$ cat src/rtl/obf_seq.sv
// Sequencer between fetch and decode: holds one reference instruction plus a key
// snapshot for the combinational generator, steps the pseudo PC, and buffers each beat.
module obf_seq #(
  parameter int PPC_WIDTH = 4,
  parameter int KEY_WIDTH = 8
) (
  input  logic                 clk,
  input  logic                 rst_n,
  input  logic [31:0]          ref_insn_i,
  input  logic                 ref_valid_i,
  output logic                 ref_ready_o,
  input  logic [KEY_WIDTH-1:0] key_i,
  input  logic                 flush_i,
  output logic [31:0]          gen_ref_insn_o,
  output logic [PPC_WIDTH-1:0] gen_ppc_o,
  output logic [KEY_WIDTH-1:0] gen_key_o,
  input  logic [31:0]          gen_insn_i,
  input  logic                 gen_last_i,
  input  logic                 gen_skip_i,
  output logic [31:0]          out_insn_o,
  output logic                 out_valid_o,
  input  logic                 out_ready_i,
  output logic                 out_first_o,
  output logic                 out_last_o,
  output logic                 out_skip_o,
  output logic                 busy_o,
  output logic                 seq_err_o,
  output logic                 state_dbg_o
);

  typedef enum logic {
    ST_IDLE   = 1'b0,
    ST_EXPAND = 1'b1
  } state_e;

  state_e                 state_q;
  logic [PPC_WIDTH-1:0]   ppc_q;
  logic [31:0]            hold_q;
  logic [KEY_WIDTH-1:0]   key_q;
  logic [31:0]            out_insn_q;
  logic                   out_valid_q;
  logic                   out_first_q;
  logic                   out_last_q;
  logic                   out_skip_q;
  logic                   seq_err_q;

  logic                   slot_free;
  logic                   load;
  logic                   ppc_max;
  logic                   beat_last;
  logic                   seq_end;
  logic                   accept;

  // Handshakes: a transfer happens on a rising clk edge where valid and ready are
  // both high. ready may depend combinationally on valid-independent state and on
  // flush_i; valid, once raised, holds its payload stable until the transfer.
  always_comb begin
    slot_free   = !out_valid_q | out_ready_i;
    load        = (state_q == ST_EXPAND) & slot_free & !flush_i;
    ppc_max     = &ppc_q;
    beat_last   = gen_last_i | ppc_max;
    seq_end     = load & beat_last;
    ref_ready_o = rst_n & !flush_i & slot_free & ((state_q == ST_IDLE) | beat_last);
    accept      = ref_valid_i & ref_ready_o;
  end

  always_ff @(posedge clk or negedge rst_n) begin
    if (!rst_n) begin
      state_q     <= ST_IDLE;
      ppc_q       <= '0;
      hold_q      <= '0;
      key_q       <= '0;
      out_insn_q  <= '0;
      out_valid_q <= 1'b0;
      out_first_q <= 1'b0;
      out_last_q  <= 1'b0;
      out_skip_q  <= 1'b0;
      seq_err_q   <= 1'b0;
    end else if (flush_i) begin
      // Abort: drop the slot and the sequence; hold/key regs keep their contents.
      state_q     <= ST_IDLE;
      ppc_q       <= '0;
      out_valid_q <= 1'b0;
      seq_err_q   <= 1'b0;
    end else begin
      seq_err_q <= 1'b0;
      if (load) begin
        out_insn_q  <= gen_insn_i;
        out_skip_q  <= gen_skip_i;
        out_first_q <= (ppc_q == '0);
        out_last_q  <= beat_last;
        out_valid_q <= 1'b1;
        seq_err_q   <= ppc_max & !gen_last_i;
        if (!beat_last) begin
          ppc_q <= ppc_q + 1'b1;
        end
      end else if (out_ready_i) begin
        out_valid_q <= 1'b0;
      end

      if (accept) begin
        hold_q  <= ref_insn_i;
        key_q   <= key_i;
        ppc_q   <= '0;
        state_q <= ST_EXPAND;
      end else if (seq_end) begin
        ppc_q   <= '0;
        state_q <= ST_IDLE;
      end
    end
  end

  assign gen_ref_insn_o = hold_q;
  assign gen_ppc_o      = ppc_q;
  assign gen_key_o      = key_q;
  assign out_insn_o     = out_insn_q;
  assign out_valid_o    = out_valid_q;
  assign out_first_o    = out_first_q;
  assign out_last_o     = out_last_q;
  assign out_skip_o     = out_skip_q;
  assign seq_err_o      = seq_err_q;
  assign busy_o         = (state_q == ST_EXPAND);
  assign state_dbg_o    = state_q;

endmodule
$ cat config.mk
export PLATFORM = sky130hd
export DESIGN_NAME = obf_seq
export DESIGN_NICKNAME = d
export VERILOG_FILES = /design/src/rtl/obf_seq.sv
export SDC_FILE = /design/constraint.sdc
export NUM_CORES = 1
export LEC_CHECK = 0
export ABC_AREA = 0
export BUFFER_PORTS_ARGS = -buffer_cell sky130_fd_sc_hd__clkbuf_2
export CAP_MARGIN = 40
export CORE_MARGIN = 1.5
export CORE_UTILIZATION = 45
export CTS_CLUSTER_SIZE = 16
export DETAILED_ROUTE_END_ITERATION = 12
export GPL_ROUTABILITY_DRIVEN = 0
export PLACE_DENSITY = 0.89
export SLEW_MARGIN = 10
export SYNTH_ARGS = -nofsm -noshare
export SYNTH_HDL_FRONTEND = slang
export SYNTH_SLANG_ARGS = --single-unit
$ cat constraint.sdc
create_clock -name clk -period 2.04 [get_ports clk]
set_input_delay 0.408 -clock clk [delete_from_list [all_inputs] [get_ports clk]]
set_output_delay 0.408 -clock clk [all_outputs]
set_load 0.01 [all_outputs]
After elaboration in Yosys (flattened, before gate mapping)
Cells that the tools add are included.
{"block": "word_totals", "reg_bits": 82, "inputBits": 79, "output_inout_bits": 84, "wordCells": 49}
{"block": "op_classes", "add_sub_neg": 1, "eq_ne": 1, "n_mux": 13, "n_bitwise": 13, "reduce_logical": 11}
{"operator": "4-bit two-way mux", "n": 5}
{"operator": "1-bit AND", "n": 8}
{"operator": "1-bit two-way mux", "n": 8}
{"operator": "2-bit AND reduction", "n": 3}
{"operator": "3-bit nonzero test", "n": 2}
{"operator": "4-bit by 1-bit adder with 4-bit output, second input constant", "n": 1}
{"operator": "4-bit zero test", "n": 1}
{"operator": "4-bit by 2-bit != test with 1-bit output, second input constant", "n": 1}
{"operator": "4-bit AND reduction", "n": 1}
{"operator": "4-bit nonzero test", "n": 1}
{"operator": "1-bit zero test", "n": 3}
{"operator": "1-bit OR", "n": 3}
{"operator": "1-bit NOT", "n": 2}

Longest topological paths before layout
Gate-level depths: netlist of run 1.
{"block": "logic_depth", "depth_word": 8, "mapped_depth": 6, "mapped_depth_nobuf": 4}

Worst setup path after synthesis of run 1
OpenSTA, ideal clock, no wires.
{"block": "synth_path", "kind": "register to register", "from": "reg ppc_q[0], in the netlist gen_ppc_o[0]", "to": "reg key_q[1], in the netlist gen_key_o[1]", "setup_time_ns": 0.125, "t_arrival_ns": 1.829, "slack_ns": 0.086, "stages_incl_launch_ff": 6, "cell_sequence": "dfrtp_1 > ha_1 > a31oi_4 > a2111oi_4 > buf_6 > mux2_2"}
{"block": "synth_via", "elab_chain_cells": 6}
{"element": "from (decl)", "line_no": "37", "text": "logic [PPC_WIDTH-1:0] ppc_q;"}
{"element": "from (signal assigned)", "line_no": "95", "text": "ppc_q <= ppc_q + 1'b1;"}
{"element": "4-bit AND reduction", "line_no": "60", "text": "ppc_max = &ppc_q;"}
{"element": "1-bit OR", "line_no": "61", "text": "beat_last = gen_last_i | ppc_max;"}
{"element": "1-bit OR", "line_no": "63", "text": "ref_ready_o = rst_n & !flush_i & slot_free & ((state_q == ST_IDLE) | beat_last);"}
{"element": "1-bit AND", "line_no": "63"}
{"element": "1-bit AND", "line_no": "64", "text": "accept = ref_valid_i & ref_ready_o;"}
{"element": "2-bit AND reduction (no line)"}
{"element": "to (signal assigned)", "line_no": "103", "text": "key_q <= key_i;"}
{"element": "to (decl)", "line_no": "39", "text": "logic [KEY_WIDTH-1:0] key_q;"}
Every way passes these cells.
A chain may end at the register's enable or synchronous reset.

Worst setup path in the final report of run 1
{"block": "layout_path", "from": "in rst_n", "to": "out ref_ready_o"}
{"block": "layout_via", "elab_chain_cells": 3}
{"element": "from (decl)", "line_no": "8", "text": "input logic rst_n,"}
{"element": "1-bit AND (3 in a row)", "line_no": "63"}
{"element": "to (decl)", "line_no": "11", "text": "output logic ref_ready_o,"}
Every way passes these cells.

==> results.cfg, run 1 <==
[timing]
max_freq_mhz = 510
rsz0062_at_grt = false
slew-limit-headroom = 0.544
period_share = 0.960
fin_skew_ns = 0.00939
setup_violations = 0
worst_pin_slew_ns = 0.683
slew_viol_final = 0
setup_tns_ns = 0
hold_viol = 0
fin_crit_ns = 1.96

[pwr]
ir_drop_uv = 634
p_leak_nw = 2.22
powerDensity_nw_per_um2 = 1020

[setup_path]
crit_required_ns = 1.63
crit_end = ref_ready_o
startpoint = rst_n
r2r_end = gen_ref_insn_o[17]
path_max_fanout = 8
critPathArrivalTime_ns = 1.55
startpoint_type = primary input
r2r_start = gen_ppc_o[1]
reg2regPathDepth = 6
rrSetupSlack_ns = 0.19
crit_type = primary input to output port
critPathCaptureType = output port

[synthesis]
synth_seq_cells = 82
syn_inst = 206
synth_ff_type = dfrtp_1
ys_types = 27
netlist_area_um2 = 3260
synth_nets = 287
ys_async_sr_fraction = 1.00
synth_edf_count = 0
synth.avg_cell_area_um2 = 15.8
ys_warn_count = 0
yosysSeqAreaShare = 0.630

[drt]
via_per_inst = 4.88
drt_iter0_markers = 101
first_pass_iters = 4
detail_route.wirelength_mm = 7.03
wl_per_cell_um = 14.6
num_vias = 2352
ant_nets = 0
drc = 0

[floorplan]
num_io_pins = 163
die_h_um = 88.1
fp.dieArea_um2 = 7760
rows = 30
start_util = 0.472
core-area_um2 = 6910
die_w_um = 88.1

[min_path]
hp-class = primary input to flip-flop

[finish]
nets = 462
area_growth_pct = 38.4
drive_above_1_share = 0.679
layout_commonest_cell = clkbuf_2
stdcell_area_um2 = 4510
n_antenna_cell = 0
most-common-layout-cells = clkbuf_2, dfrtp_1, mux2_2, buf_4, clkbuf_8
final_core_utilization = 0.653

[cts]
cts_inserted_buffers = 9
cts_sinks = 82
clk_latency_ns = 0.33
cts_tree = done
clockBufferDepth = 2
root_buffer = clkbuf_8
clkSlewWorstSetupHoldPaths_ns = 0.08
htree_levels = 3

[grt]
grt_pass1_vias = 2430
grt_pass1_wl_mm = 10.7
grt_usage = 0.178
overflow = 0
grt_max_degree = 46
antenna_found_initial = 0

[run_status]
status = complete, no violations

[placement]
dp_hpwl_mm = 5.29
placed_cell_area_um2 = 4210
portBuffers = 162

[job]
maxCapViolCount = 0
-- metal layers --
| metal | vias to the layer above | wire length [µm] | GRT usage |
|---|---|---|---|
| met5 | - | 0 | 0 |
| met4 | 0 | 116 | 0.0710 |
| met3 | 14 | 666 | 0.0537 |
| met2 | 116 | 3530 | 0.330 |
| met1 | 1136 | 2720 | 0.188 |
| li1 | 1086 | - | - |
-- flip-flops by register name, summed over array words and instances, names as in the netlist --
| signal | cells |
|---|---|
| gen_key_o | 8 |
| seq_err_o | 1 |
| gen_ref_insn_o | 32 |
| out_valid_o | 1 |
| out_skip_o | 1 |
| gen_ppc_o | 4 |
| out_last_o | 1 |
| out_insn_o | 32 |
| out_first_o | 1 |
| busy_o | 1 |
-- area by class of cell --
cell class                      instances  area [µm²]
Sequential cell                        82        2050
Tap cell                               96         120
Clock buffer                           11         131
Fill cell                             534        2400
Multi-Input combinational cell        108        1100
Timing Repair Buffer                  176         983
Inverter                                4        15.0
Clock inverter                          5         103
-- worst max-delay path: stages --
cell and delay, ns:
dlygate4sd3_1 0.54, buf_4 0.17, nand3_1 0.08, a21oi_1 0.19
clkbuf_2 0.17
-- cells in the mapped netlist, drive strengths merged (2+ instances only) --
| cell | n | area [µm²] |
|---|---|---|
| a21oi | 3 | 15.0 |
| a221oi | 3 | 26.3 |
| buf | 10 | 82.6 |
| clkbuf | 2 | 7.51 |
| dfrtp | 82 | 2050 |
| ha | 2 | 25.0 |
| inv | 4 | 15.0 |
| mux2 | 74 | 833 |
| mux2i | 2 | 20.0 |
| nand3 | 4 | 20.0 |
| nor2 | 2 | 7.51 |
| nor3b | 2 | 15.0 |
| o21ai | 3 | 15.0 |
| o31ai | 2 | 15.0 |
| or4 | 2 | 15.0 |
-- logic make-up (layout without fill, tap and decap cells) --
| family | after synthesis | count (layout) | share of synthesized area |
|---|---|---|---|
| buf+inv | 16 | 196 | 0.0323 |
| mux | 76 | 76 | 0.262 |
| flops | 82 | 82 | 0.630 |
| fa+ha+maj | 2 | 2 | 0.00768 |
| simple gates | 16 | 16 | 0.0288 |
| compound gates | 14 | 14 | 0.0392 |
-- stage by stage --
step / setup slack (ns) / cells / hold WS (ns) / power, mW
2_1_floorplan: 0.0858 / 206 / 0.112 / 2.72
3_3_place_gp: 0.113 / 460 / 0.222 / 3.23
3_5_place_dp: 0.0167 / 461 / 0.223 / 3.30
4_1_cts: 0.00813 / 480 / 0.282 / 4.68
5_1_grt: 0.00470 / 482 / 0.283 / 4.85
6_report: 0.0810 / 482 / 0.293 / 4.61
-- worst min path at each step --
stage,start,depth (start not counted),to,slack (ns)
2_1_floorplan,rst_n,0,busy_o,0.11
3_3_place_gp,rst_n,1,gen_ppc_o[1],0.22
3_5_place_dp,rst_n,1,gen_ppc_o[1],0.22
4_1_cts,ref_insn_i[30],2,gen_ref_insn_o[30],0.28
5_1_grt,ref_insn_i[22],2,gen_ref_insn_o[22],0.28
6_report,gen_last_i,2,seq_err_o,0.29
-- what timing repair did --
item / 4_1_cts / 5_1_grt
gates cloned: 1 / 0
buffers inserted: 1 / 2
pin swaps: 1 / 1
gates resized for setup: 0 / 2
hold buffers: 1 / 0
setup endpoints to repair: 3 / 41
endpoints found under the hold margin: 3 / 0
-- where the power goes --
group / leakage [nW] / total (mW) / internal (mW) / switching, mW
Sequential: 0.985 / 2.17 / 1.98 / 0.186
Clock: 0.114 / 1.35 / 0.813 / 0.541
Combinational: 1.12 / 1.09 / 0.582 / 0.506
Total: 2.22 / 4.61 / 3.38 / 1.23
(Power assumes the default switching activity.)
==> run 2, diff against run 1 <==
CELL_PAD_IN_SITES_DETAIL_PLACEMENT = 0   (was unset)
CELL_PAD_IN_SITES_GLOBAL_PLACEMENT = 1   (was unset)
CORE_UTILIZATION = 35   (was 45)
GPL_TIMING_DRIVEN = 0   (was unset)
==> run 2 against run 1 <==
Net effect: critical path depth increased by 1; non-clock buffer count grew 3; sequential power hardly changed; first-iteration DRC count shrank 65%; largest cell class unchanged.
==> results.cfg, run 2 (synthesized netlist as in run 1, its figures left out) <==
[run_status]
status = complete, no violations

[setup_path]
crit_type = flip-flop to flip-flop
crit_cells = 6
path_cells = ha_2, a31oi_4, a2111oi_4, buf_4, buf_6, mux2_2
r2r_start = gen_ppc_o[0]
startpoint = gen_ppc_o[0]
reg2regPathDepth = 6
cpMaxStageDelayCell = dfrtp_2
critPathArrivalTime_ns = 2.14
path_buf_inv = 2
crit_required_ns = 2.26
critPathMaxStageDelay_ns = 0.42
critPathCaptureType = flip-flop
path_max_fanout = 10
crit_family = compound AO/OA/AOI/OAI gates
startpoint_type = flip-flop

[timing]
slew-limit-headroom = 0.657
slew_viol_final = 0
setup_violations = 0
fin_skew_ns = 0.00876
setup_tns_ns = 0
max_freq_mhz = 522
worst_pin_slew_ns = 0.513
period_share = 0.939
fin_hold_ws_ns = 0.0384
rsz0062_at_grt = false
hold_viol = 0
fin_crit_ns = 1.91

[placement]
portBuffers = 162
dp_hpwl_mm = 5.29

[pwr]
p_int_mw = 3.03
p_clk_frac = 0.243
sequentialPowerShare = 0.504
ir_drop_uv = 379
power.share.combinational = 0.254
p_sw_frac = 0.292
p_sw_mw = 1.25
powerDensity_nw_per_um2 = 962
p_leak_nw = 2.20
power.total_mw = 4.29

[drt]
drt_iter0_markers = 35
detail_route.wirelength_mm = 7.13
num_vias = 2348
ant_nets = 0
wl_per_cell_um = 14.3
via_per_inst = 4.71
drc = 0
first_pass_iters = 4

[cts]
clkSlewWorstSetupHoldPaths_ns = 0.09
htree_levels = 3
clk_latency_ns = 0.34
cts_sinks = 82
cts_tree = done
root_buffer = clkbuf_8
cts_inserted_buffers = 9
clockBufferDepth = 2

[floorplan]
die_w_um = 99.5
rows = 35
num_io_pins = 163
die_h_um = 99.5
core-area_um2 = 9110
fp.dieArea_um2 = 9890
start_util = 0.358

[finish]
drive_above_1_share = 0.680
area_growth_pct = 36.8
n_antenna_cell = 0
fillers = 823
nets = 465
final_core_utilization = 0.489
most-common-layout-cells = clkbuf_2, dfrtp_1, mux2_2, clkbuf_8, buf_4
layout_commonest_cell = clkbuf_2

[min_path]
hp-class = primary input to async pin

[grt]
grt_pass1_vias = 2345
overflow = 0
grt_pass1_wl_mm = 11.4
grt_max_degree = 39
grt_usage = 0.147
antenna_found_initial = 0

[job]
maxCapViolCount = 0
==> run 2: cell types whose count changed in the layout (fill, tap and decap cells not counted), sizes merged <==
cell      delta
bufinv       -3
inv          +1
clkinv       +2
clkinvlp     -1
clkbuf       +3
==> run 2: timing repair <==
action	4_1_cts	5_1_grt
setup buffers	1	1
pin swaps	1	0
endpoints found under the setup margin	41	45
gates resized for setup	1	3
hold buffers	2	0
hold endpoints to repair	11	0
==> run 2: power by group through the flow <==
stage / Combinational (mW) / Sequential (mW) / Clock, mW
after global placement: 1.07 / 2.17 / 0
after detailed placement: 1.10 / 2.20 / 0
after floorplan: 0.369 / 2.35 / 0
final: 1.09 / 2.16 / 1.04
after CTS: 1.11 / 2.17 / 1.08
after global routing: 1.19 / 2.21 / 1.15
==> run 2: stage by stage <==
| stage | cell area, µm² | std cells | worst slack, ns |
|---|---|---|---|
| 2_1_floorplan | 3260 | 206 | 0.0858 |
| 3_3_place_gp | 4210 | 479 | -1.60 |
| 3_5_place_dp | 4230 | 480 | -0.719 |
| 4_1_cts | 4440 | 498 | 0.0187 |
| 5_1_grt | 4460 | 499 | 0.0166 |
| 6_report | 4460 | 499 | 0.125 |
==> run 2: per-layer routing <==
metal / share of wire / track usage / vias up
li1: - / - / 1085
met1: 0.43 / 0.185 / 1140
met2: 0.47 / 0.238 / 111
met3: 0.086 / 0.0534 / 12
met4: 0.013 / 0.0466 / 0
met5: 0 / 0 / -
==> run 2: path summary, 6_finish.rpt <==
path	endpoint	slack (ns)
setup / recovery	gen_key_o[3]	0.13
hold / removal	gen_key_o[2]	0.04
setup reg to reg	gen_key_o[3]	0.13
hold reg to reg	gen_key_o[6]	0.50
max in group asynchronous	out_insn_o[9]	1.09
min in group clk	seq_err_o	0.27
==> run 2: cell type report <==
class / instances / area, µm² / area share
Buffer: 12 / 92.6 / 0.0208
Inverter: 4 / 15.0 / 0.00337
Timing Repair Buffer: 167 / 885 / 0.199
Clock inverter: 4 / 27.5 / 0.00618
Tap cell: 111 / 139 / 0.0312
Clock buffer: 11 / 141 / 0.0317
Sequential cell: 82 / 2050 / 0.461
Multi-Input combinational cell: 108 / 1100 / 0.247
==> run 2: worst reg2reg max path: stages (launching register included) <==
cell	delay, ns
dfrtp_2	0.42
ha_2	0.23
a31oi_4	0.13
a2111oi_4	0.30
buf_4	0.20
buf_6	0.17
mux2_2	0.34
==> run 3, diff against run 2 <==
CAP_MARGIN = 20   (was 40)
CORE_ASPECT_RATIO = 1.1   (was unset)
clock period = 2.05 ns   (was 2.04 ns; I/O delays follow)
==> run 3 against run 2 <==
Net effect: first-iteration DRC count up 110%; largest cell class unchanged; die area hardly changed; combinational power hardly changed; final cell count up 0.20%; sequential cell count stayed put; register-to-register slack worse by 0.02 ns; global-route usage decreased by 0.33 points; via count increased by 1.0%; clock skew is 0.0013 ns higher; sequential power is essentially flat.
==> results.cfg, run 3 (synthesized netlist as in run 1, its figures left out) <==
[run_status]
status = complete, no violations

[setup_path]
reg2regPathDepth = 6
r2r_end = gen_ref_insn_o[10]
path_max_fanout = 10
rrSetupSlack_ns = 0.11
critPathArrivalTime_ns = 2.17
startpoint_type = flip-flop
startpoint = gen_ppc_o[1]
crit_type = flip-flop to flip-flop
r2r_start = gen_ppc_o[1]
crit_required_ns = 2.27
critPathCaptureType = flip-flop

[timing]
setup_ws_ns = 0.108
fin_hold_ws_ns = 0.0398
setup_violations = 0
hold_viol = 0
fin_crit_ns = 1.94
period_share = 0.947
max_freq_mhz = 515
slew_viol_final = 0
slew-limit-headroom = 0.639
worst_pin_slew_ns = 0.542
fin_skew_ns = 0.0101
rsz0062_at_grt = false

[finish]
drive_above_1_share = 0.681
final_cells = 500
nets = 462
layout_commonest_cell = clkbuf_2
area_growth_pct = 37.9
most-common-layout-cells = clkbuf_2, dfrtp_1, mux2_2, clkbuf_8, buf_4
n_antenna_cell = 0

[cts]
cts_tree = done
cts_sinks = 82
clkSlewWorstSetupHoldPaths_ns = 0.08
htree_levels = 3
root_buffer = clkbuf_8
cts_inserted_buffers = 9
clockBufferDepth = 2
clk_latency_ns = 0.34

[floorplan]
rows = 36
fp.dieArea_um2 = 9890
start_util = 0.363
die_h_um = 104
die_w_um = 95.0
core-area_um2 = 8960
num_io_pins = 163

[pwr]
power.total_mw = 4.62
p_leak_nw = 2.21
ir_drop_uv = 400
powerDensity_nw_per_um2 = 1030

[placement]
placedCellCount = 483
portBuffers = 162
dp_slack_ns = -0.457
dp_hpwl_mm = 5.20

[grt]
grt_pass1_wl_mm = 11.0
antenna_found_initial = 0
grt_max_degree = 45
grt_usage = 0.144
overflow = 0
grt_pass1_vias = 2440

[drt]
drc = 0
num_vias = 2372
detail_route.wirelength_mm = 6.77
ant_nets = 0
via_per_inst = 4.74
drt_iter0_markers = 73
wl_per_cell_um = 13.5
first_pass_iters = 4

[job]
maxCapViolCount = 0

[min_path]
hp-class = primary input to async pin
run 3: cell types whose count changed in the layout (fill, tap and decap cells not counted), sizes merged:
cell | previous run | this run
dlygate4sd3 | 1 | 0
inv | 5 | 4
clkinv | 3 | 1
bufinv | 0 | 3
buf | 13 | 14
clkbuf | 176 | 174
run 3: metal layers:
metal / vias to the layer above / track usage / part of all wire
met1: 1161 / 0.162 / 0.41
met2: 113 / 0.236 / 0.48
met4: 0 / 0.0640 / 0.014
li1: 1088 / - / -
met5: - / 0 / 0
met3: 10 / 0.0570 / 0.094
run 3: cell type report:
type,instances,area (µm²)
Multi-Input combinational cell,108,1100
Clock inverter,4,98.8
Sequential cell,82,2050
Buffer,11,86.3
Timing Repair Buffer,165,848
Tap cell,114,143
Clock buffer,12,145
Fill cell,827,4470
Inverter,4,15.0
run 3: repair_timing:
| action | in CTS | in global routing |
|---|---|---|
| setup buffers | 2 | 0 |
| hold endpoints to repair | 0 | 0 |
| endpoints found under the setup margin | 40 | 42 |
| pin swaps | 1 | 0 |
| hold buffers | 0 | 0 |
| gates resized for setup | 0 | 3 |
run 3: metrics by stage:
step,util,cell area (µm²),TNS (ns)
finish,0.501,4490,0
global route,0.501,4490,0
CTS,0.501,4490,0
detailed placement,0.472,4230,-18.04
global placement,0.470,4210,-92.72
floorplan,-,3260,0
run 3: worst max path at each step:
stage                               endpoint  slack (ns)  cells after the start
after floorplan                 gen_key_o[1]         0.1                      5
after global placement    gen_ref_insn_o[21]       -1.63                      5
after detailed placement        gen_key_o[1]       -0.46                      5
after CTS                 gen_ref_insn_o[10]        0.05                      6
after global routing            gen_key_o[7]        0.02                      6
final                     gen_ref_insn_o[10]        0.11                      6
run 3: worst max-delay path, cell delays in order (launching register included):
cell	delay (ns)
dfrtp_1	0.43
ha_2	0.25
a31oi_4	0.13
a2111oi_4	0.33
buf_4	0.20
buf_6	0.15
mux2_2	0.34
run 3: report_power, final:
part | internal, mW | switching, mW
registers | 1.97 | 0.177
logic | 0.573 | 0.499
clock network | 0.846 | 0.553
